==> config.mk <==
export PLATFORM = sky130hd
export DESIGN_NAME = booth_encoder_sequencer
export DESIGN_NICKNAME = d
export VERILOG_FILES = /design/src/rtl/booth_encoder_sequencer.sv
export SDC_FILE = /design/constraint.sdc
export NUM_CORES = 1
export LEC_CHECK = 0
export ABC_AREA = 0
export ABC_CLOCK_PERIOD_IN_PS = 6530
export BUFFER_PORTS_ARGS = -buffer_cell sky130_fd_sc_hd__buf_2
export CAP_MARGIN = 20
export CORE_MARGIN = 3
export CORE_UTILIZATION = 35
export CTS_BUF_LIST = sky130_fd_sc_hd__clkbuf_2
export DETAILED_ROUTE_END_ITERATION = 8
export GPL_ROUTABILITY_DRIVEN = 0
export SLEW_MARGIN = 10
export SYNTH_ARGS = -nofsm -noshare
export SYNTH_HDL_FRONTEND = slang
export SYNTH_SLANG_ARGS = --single-unit
==> constraint.sdc <==
create_clock -name clock -period 6.53 [get_ports clock]
set_input_delay 0.3265 -clock clock [delete_from_list [all_inputs] [get_ports clock]]
set_output_delay 0.3265 -clock clock [all_outputs]
set_load 0.05 [all_outputs]
==> src/rtl/booth_encoder_sequencer.sv <==
// Sequential radix-4 Booth multiplier controller: scans the multiplier two bits
// per cycle, drives the external Booth decoder and accumulates its partial products.
module booth_encoder_sequencer #(
    parameter int STEP_COUNT = 16
) (
    input  logic        clock,
    input  logic        reset,
    input  logic        start,
    input  logic [31:0] multiplier,
    input  logic [31:0] multiplicand,
    output logic [2:0]  booth_operation,
    output logic [31:0] shifted_multiplicand,
    input  logic [31:0] decoder_output,
    input  logic        decoder_carry,
    output logic        busy,
    output logic [31:0] data_result,
    output logic        data_ready,
    output logic [1:0]  fsm_state
);

    localparam int CW = $clog2(STEP_COUNT);
    localparam logic [CW-1:0] LAST_STEP = CW'(STEP_COUNT - 1);

    typedef enum logic [1:0] {
        ST_IDLE = 2'd0,
        ST_RUN  = 2'd1,
        ST_DONE = 2'd2
    } state_t;

    state_t        state;
    state_t        state_next;
    logic [32:0]   mreg;
    logic [31:0]   mcand;
    logic [31:0]   acc;
    logic [CW-1:0] count;
    logic          accept;
    logic          last_step;
    logic [31:0]   acc_sum;

    assign accept    = (state == ST_IDLE) && start;
    assign last_step = (state == ST_RUN) && (count == LAST_STEP);
    // Negative Booth codes arrive as the one's complement plus this carry.
    assign acc_sum   = acc + decoder_output + {31'b0, decoder_carry};

    always_ff @(posedge clock) begin
        if (reset) begin
            state <= ST_IDLE;
        end else begin
            state <= state_next;
        end
    end

    always_comb begin
        state_next = state;
        case (state)
            ST_IDLE: if (start)     state_next = ST_RUN;
            ST_RUN:  if (last_step) state_next = ST_DONE;
            ST_DONE:                state_next = ST_IDLE;
            default:                state_next = ST_IDLE;
        endcase
    end

    always_ff @(posedge clock) begin
        if (reset) begin
            mreg        <= '0;
            mcand       <= '0;
            acc         <= '0;
            count       <= '0;
            data_result <= '0;
        end else if (accept) begin
            mreg  <= {multiplier, 1'b0};
            mcand <= multiplicand;
            acc   <= '0;
            count <= '0;
        end else if (state == ST_RUN) begin
            acc   <= acc_sum;
            // Arithmetic shift keeps the sign bit feeding the upper Booth groups.
            mreg  <= {{2{mreg[32]}}, mreg[32:2]};
            mcand <= mcand << 2;
            count <= count + CW'(1);
            if (last_step) begin
                data_result <= acc_sum;
            end
        end
    end

    always_comb begin
        booth_operation      = 3'b000;
        shifted_multiplicand = '0;
        if (state == ST_RUN) begin
            booth_operation      = mreg[2:0];
            shifted_multiplicand = mcand;
        end
    end

    assign busy       = (state != ST_IDLE);
    assign data_ready = (state == ST_DONE);
    assign fsm_state  = state;

endmodule

# After elaboration in Yosys (flattened, before gate mapping)

Index checks and enable logic that the tools add are counted.

Muxes and demuxes: 9
Add/sub/neg operators: 3
Bitwise operators: 1
Equal/unequal tests: 5
Reductions and logical operators: 8

Operator list:

| kind                | number |
|---|---|
| $mux 32             | 4 |
| $mux 33             | 1 |
| $add 32x1->32       | 1 |
| $add 32x32->32      | 1 |
| $add 4x1->4 const B | 1 |
| $eq 4x4->1 const B  | 1 |
| $mux 2              | 2 |
| $ne 2x2->1 const B  | 2 |
| $pmux 2 s2          | 1 |
| $reduce_bool 2->1   | 2 |
| $mux 3              | 1 |
| $reduce_and 3->1    | 1 |
| $eq 2x1->1 const B  | 1 |
| $eq 2x2->1 const B  | 1 |
| $logic_and 1x1->1   | 2 |
| $logic_not 2->1     | 1 |
| $reduce_and 2->1    | 1 |
| $reduce_or 2->1     | 1 |
| $not 1->1           | 1 |

Output and inout port bits: 71
Bits of input ports: 100
Logic and storage cells: 34
Register bits after elaboration: 135

# Logic depth before layout (Yosys ltp)

Depth after elaboration: 4
Depth in mapped cells: 10
Gate-level depth less buffers: 10

# Worst setup path before layout

OpenSTA, ideal clock, no wires.

Kind: in2reg
From: input port decoder_output[0]
To: register data_result[26]
Library setup time: 0.087 ns
Buffers on the path: 0
Data required time: 6.443 ns
Data arrival time: 2.883 ns
Setup slack: 3.560 ns
Cell stages on the path: 10
Cell sequence: fa_1 -> fa_1 -> a21o_1 -> a221oi_2 -> nor3_4 -> o211ai_4 -> a2111oi_2 -> or3_1 -> xnor2_1 -> o31ai_1

Word-level cells in the longest chain between the ends: 2

RTL lines:

| element              | line | source |
|---|---|---|
| start, declared      | 13   | `input logic [31:0] decoder_output,` |
| $add 32x32->32       | 43   | `assign acc_sum = acc + decoder_output + {31'b0, decoder_carry};` |
| $add 32x1->32        | 43   |  |
| end signal, assigned | 82   | `data_result <= acc_sum;` |
| end, declared        | 16   | `output logic [31:0] data_result,` |

Every way passes these cells.
A chain may end at the register's enable or synchronous reset.

# Worst setup path after layout

From: register state[0] (netlist: fsm_state[0])
To: output port shifted_multiplicand[19]

Word-level cells in the longest chain between the ends: 2

RTL lines:

| element                | line | source |
|---|---|---|
| start, declared        | 30   | `state_t state;` |
| start signal, assigned | 49   | `state <= state_next;` |
| $eq 2x1->1             | 90   | `if (state == ST_RUN) begin` |
| $mux 32                | 90   |  |
| end, declared          | 12   | `output logic [31:0] shifted_multiplicand,` |

Every way passes these cells.

==> impl_metrics.env <==
export IMPL_setup_tns_ps=0
export IMPL_start_util_pct=36.1
export IMPL_drive_above_1_share_pct=20.7
export IMPL_antenna_found_initial=1
export IMPL_track_usage_pct=19.4
export IMPL_synth_area_leaders="dfxtp_1 (40%), a21oi_1 (12%), nand2_1 (9.5%)"
export IMPL_avgSynthCellArea_um2=7.99
export IMPL_drc_errors=0
export IMPL_synth_top_area_share_pct=39.5
export IMPL_cts_clk_slew_worst_paths_ps=210
export IMPL_yosysSeqAreaShare_pct=39.5
export IMPL_start_kind="flop"
export IMPL_die_h_um=146
export IMPL_ys_flop_type="dfxtp_1"
export IMPL_post_cts_resized=0
export IMPL_r2r_start="acc[0]"
export IMPL_vias_per_cell=5.06
export IMPL_grt_pass1_wl_um=34300
export IMPL_tightest_slew_ps=895
export IMPL_max_freq_mhz=292
export IMPL_synthCells=855
export IMPL_fin_nets=1222
export IMPL_status="finished, final reports clean"
export IMPL_final_hold_violation_count=0
export IMPL_coreArea_mm2=0.0190
export IMPL_drt_iter0_markers=235
export IMPL_drv_slew=0
export IMPL_synth_top_cell_by_area="dfxtp_1"
export IMPL_io_pin_count=171
export IMPL_overflow=0
export IMPL_timing_final_ws_setup_ps=3110
export IMPL_postCtsSetupRepairBufs=0
export IMPL_relSlewSlack_pct=40.4
export IMPL_cp_max_fo=89
export IMPL_die_w_um=146
export IMPL_wirelength_um=20600
export IMPL_post_route_period_util_pct=52.5
export IMPL_ys_types=64
export IMPL_hold_depth=4
export IMPL_rr_endpoint="data_result[31]"
export IMPL_clock_skew_ps=41.3
export IMPL_ant_nets=0
export IMPL_fin_crit_ps=3430
export IMPL_ys_warn_count=0
export IMPL_critical_path_class="reg -> out"
export IMPL_vias=6902
export IMPL_dp_cells=1236
export IMPL_rsz0062_at_grt="no"
export IMPL_utilization_pct=47.7
export IMPL_routedWlPerCell_um=15.1
export IMPL_synthToLayoutAreaGrowth_pct=32.3
export IMPL_crit_path_end_kind="output port"
export IMPL_max_cap_violations=0
export IMPL_numCtsBuffers=17
export IMPL_synth_edff_count=0
export IMPL_total_power_w=0.00179
export IMPL_htreeDepth=4
export IMPL_hold_path_class="in -> reg"
export IMPL_cp_arrival_ps=3100
export IMPL_reg2reg_slack_ps=3180
export IMPL_port_buffer_count=170
export IMPL_root_buffer="clkbuf_2"
export IMPL_min_from="decoder_output[0]"
export IMPL_worstPathRequired_ps=6200
export IMPL_whs_endpoint="data_result[0]"
export IMPL_stdcell_count=1363
export IMPL_syn_cell_area_mm2=0.00684
export IMPL_cts_max_path_buffers=2
export IMPL_synthArstFlopShare_pct=0
export IMPL_clk_latency_ps=710
export IMPL_dieArea_mm2=0.0212
export IMPL_p_leak_nw=3.99
export IMPL_cts_tree="yes"
export IMPL_vdd_drop_max_mv=0.108
export IMPL_grt_pass1_vias=6955
export IMPL_synth_seq_cells=135
export IMPL_drt_pass1_iterations=5
export IMPL_synthesis_nets=988
export IMPL_setup_violations=0
export IMPL_grt_max_degree=90
export IMPL_p_per_area_mw_per_mm2=197
export IMPL_cts_sinks=135
export IMPL_rr_worst_depth=10
export IMPL_dp_hpwl_um=13200
export IMPL_num_rows=50
export IMPL_dp_slack_ps=3140
[power by group]
group	internal [W]	leakage (nW)	switching, W	total [W]
logic	0.000167	2.75	0.000232	0.000399
clock network	0.000147	0.136	0.000353	0.000501
registers	0.000865	1.10	0.0000202	0.000885
total	0.00118	3.99	0.000606	0.00179
[worst max-delay path by stage]
stage | startpoint | to | slack, ps
global placement | decoder_output[0] | data_result[28] | 3160
global route | fsm_state[0] | shifted_multiplicand[19] | 2830
finish | fsm_state[0] | shifted_multiplicand[19] | 3110
detailed placement | decoder_output[0] | data_result[26] | 3140
CTS | fsm_state[0] | shifted_multiplicand[0] | 2990
floorplan | decoder_output[0] | data_result[26] | 3560
[logic make-up (layout without fill, tap and decap cells)]
kind of cell / Yosys count / count (layout) / share of synthesized area, %
AOI/OAI and AO/OA: 284 / 284 / 25.8
xor gates and xnor gates: 27 / 27 / 3.66
adders and majority gates: 33 / 33 / 6.26
buffers and inverters: 63 / 310 / 3.53
DFF: 135 / 135 / 39.5
muxes: 2 / 2 / 0.311
other: 0 / 1 / 0
and+or+nand+nor: 311 / 311 / 20.9
[layout make-up]
class | instances | area, µm²
Timing Repair Buffer | 271 | 1850
Inverter | 7 | 26.3
Multi-Input combinational cell | 657 | 3910
Sequential cell | 135 | 2700
Antenna cell | 1 | 2.50
Clock buffer | 17 | 85.1
Clock inverter | 15 | 144
Tap cell | 260 | 325
Fill cell | 1888 | 9910
[registers in the layout, indices dropped and copies added, names as in the netlist]
| signal | count |
|---|---|
| acc | 32 |
| count | 4 |
| data_result | 32 |
| fsm_state | 2 |
| mcand | 32 |
| mreg | 33 |
[through the flow]
step,instance area (µm²),hold WS [ps]
floorplan,6840,427
global placement,7870,434
detailed placement,7870,439
CTS,9040,4.36
global route,9040,23.9
finish,9040,102
[metal layers]
metal	track usage, %	vias up	wire length, µm
li1	-	3482	-
met1	24.6	3212	9360
met2	32.6	192	9850
met3	5.08	16	1140
met4	5.41	0	235
met5	0	-	0
[synthesized netlist by cell type, types with 8 or more instances]
cell type / count
and2_1: 39
nor2_1: 33
dfxtp_1: 135
xnor2_1: 19
nand2_1: 173
and3_1: 8
clkbuf_1: 46
ha_1: 31
o21ai_0: 18
a21o_1: 20
a22oi_1: 29
nand3_1: 22
a21oi_1: 162
a211oi_1: 11
[timing repair]
action,4_1_cts,5_1_grt
hold endpoints to repair,75,0
setup endpoints to repair,0,0
hold buffers,94,0
[critical path: stages (launching register included)]
cell and delay, ps:
dfxtp_1 450, nor2b_4 510, buf_4 800, and2_1 310, buf_2 290
[cells in the final DEF, fill, tap and decap left out, drive strengths merged, types with 2 or more instances in the layout]
master / n
buf: 177
nand2: 173
a21oi: 163
dfxtp: 135
dlygate4sd3: 94
and2: 40
nor2: 33
ha: 31
a22oi: 29
nand3: 22
a21o: 20
xnor2: 19
o21ai: 19
clkbuf: 17
inv: 14
a211oi: 12
and3: 8
o21a: 8
nor3: 8
xor2: 7
or3: 6
nand3b: 5
clkinv: 5
o211ai: 4
a31oi: 4
nand2b: 3
o31ai: 3
nand4: 3
or2: 3
a2111oi: 3
nor4: 3
o21bai: 2
a221o: 2
a221oi: 2
a311oi: 2
a21boi: 2
fa: 2
clkinvlp: 2
nor2b: 2
o311ai: 2
Power figures use the tool's default switching activity.
